File: src/rtl/json_int_array_tx.sv
// Serializes a stream of binary integers into compact JSON array text ("[12,-5,0]").
// Each element is converted to decimal digits first, then emitted one byte per handshake.
module json_int_array_tx #(
  parameter int WIDTH  = 32,
  parameter int SIGNED = 1,
  parameter int DIGITS = 10
) (
  input  logic             clk,
  input  logic             rst,
  input  logic             in_valid,
  output logic             in_ready,
  input  logic [WIDTH-1:0] in_data,
  input  logic             in_last,
  input  logic             in_empty,
  output logic             out_valid,
  input  logic             out_ready,
  output logic [7:0]       out_data,
  output logic             out_last
);

  localparam int NW = $clog2(DIGITS + 1);
  localparam int IW = (DIGITS > 1) ? $clog2(DIGITS) : 1;

  typedef enum logic [2:0] {WAIT, CONV, OPEN, SIGN, DIG, SEP, CLOSE} state_t;

  typedef struct packed {
    logic last;
    logic empty;
    logic neg;
  } elem_t;

  state_t                  state, state_nx;
  elem_t                   elem;
  logic                    first;
  logic [WIDTH-1:0]        mag, quo;
  logic [3:0]              rem;
  logic [DIGITS-1:0][3:0]  dbuf;
  logic [NW-1:0]           ndig;
  logic [IW-1:0]           wr_idx, rd_idx;
  logic                    accept, in_neg;

  // Divide-by-constant; the remainder is always < 10 so 4 bits suffice.
  assign quo    = mag / WIDTH'(10);
  assign rem    = 4'(mag - quo * WIDTH'(10));
  assign wr_idx = IW'(ndig);
  assign rd_idx = IW'(ndig - NW'(1));
  assign in_neg = (SIGNED != 0) && in_data[WIDTH-1];
  assign accept = in_valid && in_ready;

  always_ff @(posedge clk) begin
    if (rst) state <= WAIT;
    else     state <= state_nx;
  end

  always_comb begin
    state_nx  = state;
    in_ready  = 1'b0;
    out_valid = 1'b0;
    out_data  = 8'h00;
    out_last  = 1'b0;
    case (state)
      WAIT: begin
        in_ready = 1'b1;
        // An empty marker after values closes the open array without a '['.
        if (in_valid) state_nx = in_empty ? (first ? OPEN : CLOSE) : CONV;
      end
      CONV: begin
        if (quo == '0) state_nx = first ? OPEN : (elem.neg ? SIGN : DIG);
      end
      OPEN: begin
        out_valid = 1'b1;
        out_data  = 8'h5B;
        if (out_ready) state_nx = elem.empty ? CLOSE : (elem.neg ? SIGN : DIG);
      end
      SIGN: begin
        out_valid = 1'b1;
        out_data  = 8'h2D;
        if (out_ready) state_nx = DIG;
      end
      DIG: begin
        out_valid = 1'b1;
        out_data  = {4'h3, dbuf[rd_idx]};
        if (out_ready && ndig == NW'(1)) state_nx = elem.last ? CLOSE : SEP;
      end
      SEP: begin
        out_valid = 1'b1;
        out_data  = 8'h2C;
        if (out_ready) state_nx = WAIT;
      end
      CLOSE: begin
        out_valid = 1'b1;
        out_data  = 8'h5D;
        out_last  = 1'b1;
        if (out_ready) state_nx = WAIT;
      end
      default: state_nx = WAIT;
    endcase
  end

  // Digits are pushed LSB first and popped from the top, so emission is MSB first.
  always_ff @(posedge clk) begin
    if (rst) begin
      elem  <= '0;
      first <= 1'b1;
      mag   <= '0;
      ndig  <= '0;
      dbuf  <= '0;
    end else begin
      if (accept) begin
        elem <= '{last: in_last | in_empty, empty: in_empty, neg: in_neg};
        mag  <= in_neg ? -in_data : in_data;
        ndig <= '0;
      end
      if (state == CONV) begin
        mag          <= quo;
        dbuf[wr_idx] <= rem;
        ndig         <= ndig + NW'(1);
      end
      if (state == DIG && out_ready)   ndig  <= ndig - NW'(1);
      if (state == OPEN && out_ready)  first <= 1'b0;
      if (state == CLOSE && out_ready) first <= 1'b1;
    end
  end

endmodule
File: config.mk
export PLATFORM = sky130hd
export DESIGN_NAME = json_int_array_tx
export DESIGN_NICKNAME = d
export VERILOG_FILES = /design/src/rtl/json_int_array_tx.sv
export SDC_FILE = /design/constraint.sdc
export NUM_CORES = 1
export LEC_CHECK = 0
export ABC_AREA = 1
export BUFFER_PORTS_ARGS = -buffer_cell sky130_fd_sc_hd__buf_2
export CORE_UTILIZATION = 60
export CTS_CLUSTER_DIAMETER = 200
export DETAILED_ROUTE_END_ITERATION = 8
export GPL_TIMING_DRIVEN = 0
export PLACE_DENSITY_LB_ADDON = 0.12
export SLEW_MARGIN = 25
export SYNTH_ARGS = -nofsm -noshare
export SYNTH_HDL_FRONTEND = slang
export SYNTH_SLANG_ARGS = --single-unit
export TNS_END_PERCENT = 100
File: constraint.sdc
create_clock -name clk -period 12.7 [get_ports clk]
set_input_delay 1.27 -clock clk [delete_from_list [all_inputs] [get_ports clk]]
set_output_delay 1.27 -clock clk [all_outputs]
set_load 0.01 [all_outputs]
* Word level (Yosys, flattened, before mapping) *
Index checks and enable logic that the tools add are counted.

storage, ports and cells
  flip-flop bits (word level) = 83
  input port bits = 38
  output and inout bits = 11
  word-level logic and storage cells = 82

operators by class
  add/subtract/negate cells = 4
  multiply operators = 1
  div/mod/pow operators = 1
  order comparisons = 3
  equality and inequality tests = 13
  mux-type cells = 28
  bitwise operators = 1
  reductions and logical operators = 14

operators with widths
  cell                   number
  $mux 32                3
  $bwmux 40              1
  $pmux 7 s5             1
  $mux 3                 11
  $div 32x4->32 const B  1
  $logic_not 32->1       1
  $mul 32x3->3 const B   1
  $neg 32->32            1
  $mux 4                 5
  $pmux 3 s6             1
  $bmux 4 s4             1
  $demux 4 s4            1
  $lt 4x5->1 const B     2
  $ne 2x2->1 const B     5
  $eq 3x3->1 const B     3
  $eq 3x2->1 const B     2
  $logic_and 1x1->1      6
  $reduce_and 6->1       1
  $reduce_or 5->1        1
  $add 4x1->4 const B    1
  $eq 4x1->1 const B     1
  $ge 4x1->1 const B     1
  $reduce_or 2->1        2
  $sub 4x1->4 const B    1
  other kinds (9)        11

* Longest topological paths before layout *
  word-level depth = 6
  gate-level depth with buffers = 141
  mapped depth without buffers = 141

* Worst setup path after synthesis *
No wires, ideal clock.

  path type = register to register
  from = reg mag[31]
  to = reg dbuf[11] (netlist bit)
  library setup time = 0.109 ns
  arrival time = 10.404 ns
  data required time = 12.591 ns
  path slack = 2.187 ns
  stages on the path, launching flop included = 127
  cells stage by stage = dfxtp_1 > nand2_1 > inv_2 > o21bai_2 > nand2_2 > nand2_2 > nand2_2 > nand3_2 > nand2_1 > nand2_2 > nand2_2 > nand3_2 > nand2_2 > nand2_2 > nand2_2 > nand3_2 > nand2_2 > nand2_4 > (+91 left out) > inv_2 > nand2_2 > nand2_2 > inv_2 > ha_1 > nand2_1 > nand3_4 > nand2_4 > ha_1 > inv_1 > fa_1 > inv_1 > xor2_1 > inv_1 > nand2_4 > nand3_1 > nand2_1 > inv_1

on the way
  cells in the longest elaborated chain, start to end = 4

ends and longest elaborated chain
  element                         line  text
  start: declaration              35    logic [WIDTH-1:0] mag, quo;
  start signal: assignment        111   mag <= in_neg ? -in_data : in_data;
  start signal: assignment        115   mag <= quo;
  $div 32x4->32                   43    assign quo = mag / WIDTH'(10);
  $mul 32x3->3                    44    assign rem = 4'(mag - quo * WIDTH'(10));
  $sub 4x4->4                     44
  $bwmux 40                       116   dbuf[wr_idx] <= rem;
  end signal: indexed assignment  116
  end: declaration                37    logic [DIGITS-1:0][3:0] dbuf;

Every way passes these cells.
A chain may end at the register's enable or synchronous reset.

* Worst setup path after layout *
  from = reg mag[29]
  to = reg dbuf[19] (netlist bit)

Same word-level chain as after synthesis.

==> flow_metrics.tcl <==
set metrics [dict create \
    met2_usage_pct 51.6 \
    finish.net_count 1362 \
    crit_path_end_kind "flip-flop" \
    htree_levels 3 \
    critPathSlowestCell "dfxtp_4" \
    n_fill_cell 1032 \
    critPathRequiredTime_ns 12.95 \
    hold_slack_ns 0.491 \
    drv_cap 0 \
    vias 8359 \
    max_stage_delay_ns 0.37 \
    hold_class "flip-flop to flip-flop" \
    syn_area_um2 7500 \
    critPathMostFrequentCell "nand2_4" \
    final_area_um2 8890 \
    grtUsageMet3_pct 4.46 \
    tightest_slew_ns 0.856 \
    synth_xor_xnor_area_share_pct 3.04 \
    grt_antenna_before_repair 0 \
    synth.top_cell.area_share_pct 22.2 \
    critPathLaunchType "flip-flop" \
    busiest_layer "met2" \
    max-slew-margin-rel_pct 42.5 \
    drt_iter0_markers 817 \
    fp-row-count 40 \
    drc 0 \
    setup_viol 0 \
    fin_crit_ns 11.96 \
    synth-compound-area-share_pct 14.8 \
    multi_input_area_um2 5470 \
    worst-setup-path-type "flip-flop to flip-flop" \
    use_met1_pct 41.9 \
    dp_slack_ns 0.498 \
    hold_violations 0 \
    ys_seq_elements 83 \
    portBuffers 47 \
    ys_seq_area_share_pct 22.2 \
    root_buffer "clkbuf_16" \
    die_area_um2 13000 \
    ys.flop_type "dfxtp_1" \
    place_area_um2 7950 \
    clock_skew_ns 0.0114 \
    grt_first_pass_wirelength_mm 32.6 \
    insertion_delay_ns 0.35 \
    gp_congestion 0.952 \
    synthTopCellsByArea "dfxtp_1 22%, nand2_1 13%, nand3_1 9.3%, inv_1 7.6%, nand2_2 6.3%" \
    insertedDiodeCount 0 \
    synth-adder-area-share_pct 1.60 \
    drt_wl_total_mm 21.4 \
    yosysUniqueCellTypes 57 \
    start_util_pct 61.9 \
    area_delta_synth_final_pct 18.5 \
    core_um2 12100 \
    viasPerCell 5.62 \
    synthMuxAreaShare_pct 0.267 \
    cts_buffers 9 \
    max_freq_ghz 0.0836 \
    num_io_pins 49 \
    clkTransAtPathRegs_ns 0.07 \
    ys_async_sr_fraction_pct 0 \
    post_drt_wl_per_cell_um 14.4 \
    die_w_um 114 \
    drv_slew 0 \
    seqCellArea_um2 1670 \
    ys.warnings.count 0 \
    synth_top_family_by_area "simple AND/OR/NAND/NOR gates" \
    postRouteAntennaNets 0 \
    cp_max_fo 6 \
    yosys.area_share.simple_pct 46.6 \
    grt.total_usage_pct 31.1 \
    syn_inst 1239 \
    overflow 0 \
    arrival_ns 12.21 \
    layout_setup_ws_ns 0.741 \
    synth-edff-count 0 \
    grt_max_degree 17 \
    clock_sinks 83 \
    status "finished, final reports clean" \
    dieHeight_um 114 \
    drive_gt1_share_pct 25.1 \
    synthesis.nets 1286 \
    grt_pass1_vias 7111 \
    clk_path_buf_depth 2 \
    hpwlAfterDp_mm 15.1 \
    dr.pass1.iters 6 \
    cts_tree "built" \
    avgSynthCellArea_um2 6.05 \
    utilization_pct 73.4 \
    fin_crit_sh_pct 94.2 \
    yosys.area.top_type "dfxtp_1" \
]
==> per-layer routing <==
| layer | wire length (µm) | share of wire (%) |
|---|---|---|
| met1 | 9170 | 43 |
| met2 | 10000 | 47 |
| met3 | 1770 | 8.3 |
| met4 | 466 | 2.2 |
| met5 | 0 | 0 |
==> per-stage QoR <==
stage / cells / TNS (ns)
2_1_floorplan: 1239 / 0
3_3_place_gp: 1454 / 0
3_5_place_dp: 1454 / 0
4_1_cts: 1470 / 0
5_1_grt: 1488 / -3.11
6_report: 1488 / 0
==> synthesized netlist by cell type, types with 4 or more instances <==
cell / number
inv_2: 32
a31oi_1: 14
nand2_2: 75
o21ai_1: 4
a22oi_1: 9
nand3_1: 139
o21ai_2: 4
nand3_2: 26
nor3_1: 23
nor2_1: 117
inv_1: 152
o21bai_1: 6
nor4_1: 6
clkbuf_1: 26
xor2_1: 20
xnor2_1: 6
ha_1: 8
or2_2: 4
nand4_1: 12
nand2_4: 23
o21ai_0: 57
a21oi_1: 74
nand2_1: 267
dfxtp_1: 83
==> repair_timing <==
item	CTS	global route
hold buffers	0	0
setup endpoints to repair	0	30
resized for setup	0	121
buffers inserted	0	17
==> layout by cell type, fill, tap and decap left out, types with 26 or more instances in the layout <==
master	n
inv_1	140
a21oi_1	74
dfxtp_1	80
inv_2	44
nand2_1	238
nor2_1	117
nand3_2	35
nand3_1	118
nand2_2	76
clkbuf_1	26
o21ai_0	56
buf_2	47
nand2_4	51
==> area by class of cell <==
| cell class | instances | area share (%) |
|---|---|---|
| timing repair buffer | 64 | 4.13 |
| multi-input combinational | 937 | 61.6 |
| tap | 168 | 2.37 |
| buffer | 33 | 1.65 |
| sequential | 83 | 18.8 |
| clock buffer | 9 | 2.53 |
| inverter | 187 | 7.98 |
| clock inverter | 7 | 0.915 |
==> flip-flops by register name (all words and copies together), names as in the netlist <==
register  count
state         3
dbuf         40
first         1
ndig          4
elem          3
mag          32
==> cells by family (layout without fill, tap and decap cells) <==
family | Yosys count | in the layout
buffers and inverters | 221 | 300
xor gates and xnor gates | 26 | 26
adders and majority gates | 9 | 9
muxes | 2 | 2
DFF | 83 | 83
other | 1 | 1
AOI/OAI and AO/OA | 192 | 192
and+or+nand+nor | 705 | 707
==> worst paths after layout <==
kind / start / end / slack [ns] / cells after the start
worst max-delay path: mag[29]$_SDFFE_PP0P_ / dbuf[19]$_SDFFE_PP0P_ / 0.74 / 127
worst min register to register: mag[0]$_SDFFE_PP0P_ / mag[0]$_SDFFE_PP0P_ / 0.49 / 2
worst max register to register: mag[29]$_SDFFE_PP0P_ / dbuf[19]$_SDFFE_PP0P_ / 0.74 / 127
worst min-delay path: mag[0]$_SDFFE_PP0P_ / mag[0]$_SDFFE_PP0P_ / 0.49 / 2
==> critical path: cells and delay by family (launching register included) <==
family / cells / cell delay, ns
DFF: 1 / 0.37
buffers and inverters: 15 / 1.01
AOI/OAI and AO/OA: 1 / 0.21
xor gates and xnor gates: 1 / 0.20
and+or+nand+nor: 107 / 9.21
adders and majority gates: 3 / 0.77
Power is not shown: default switching activity piles up to over one toggle a cycle in this logic, so the estimate is an artifact.
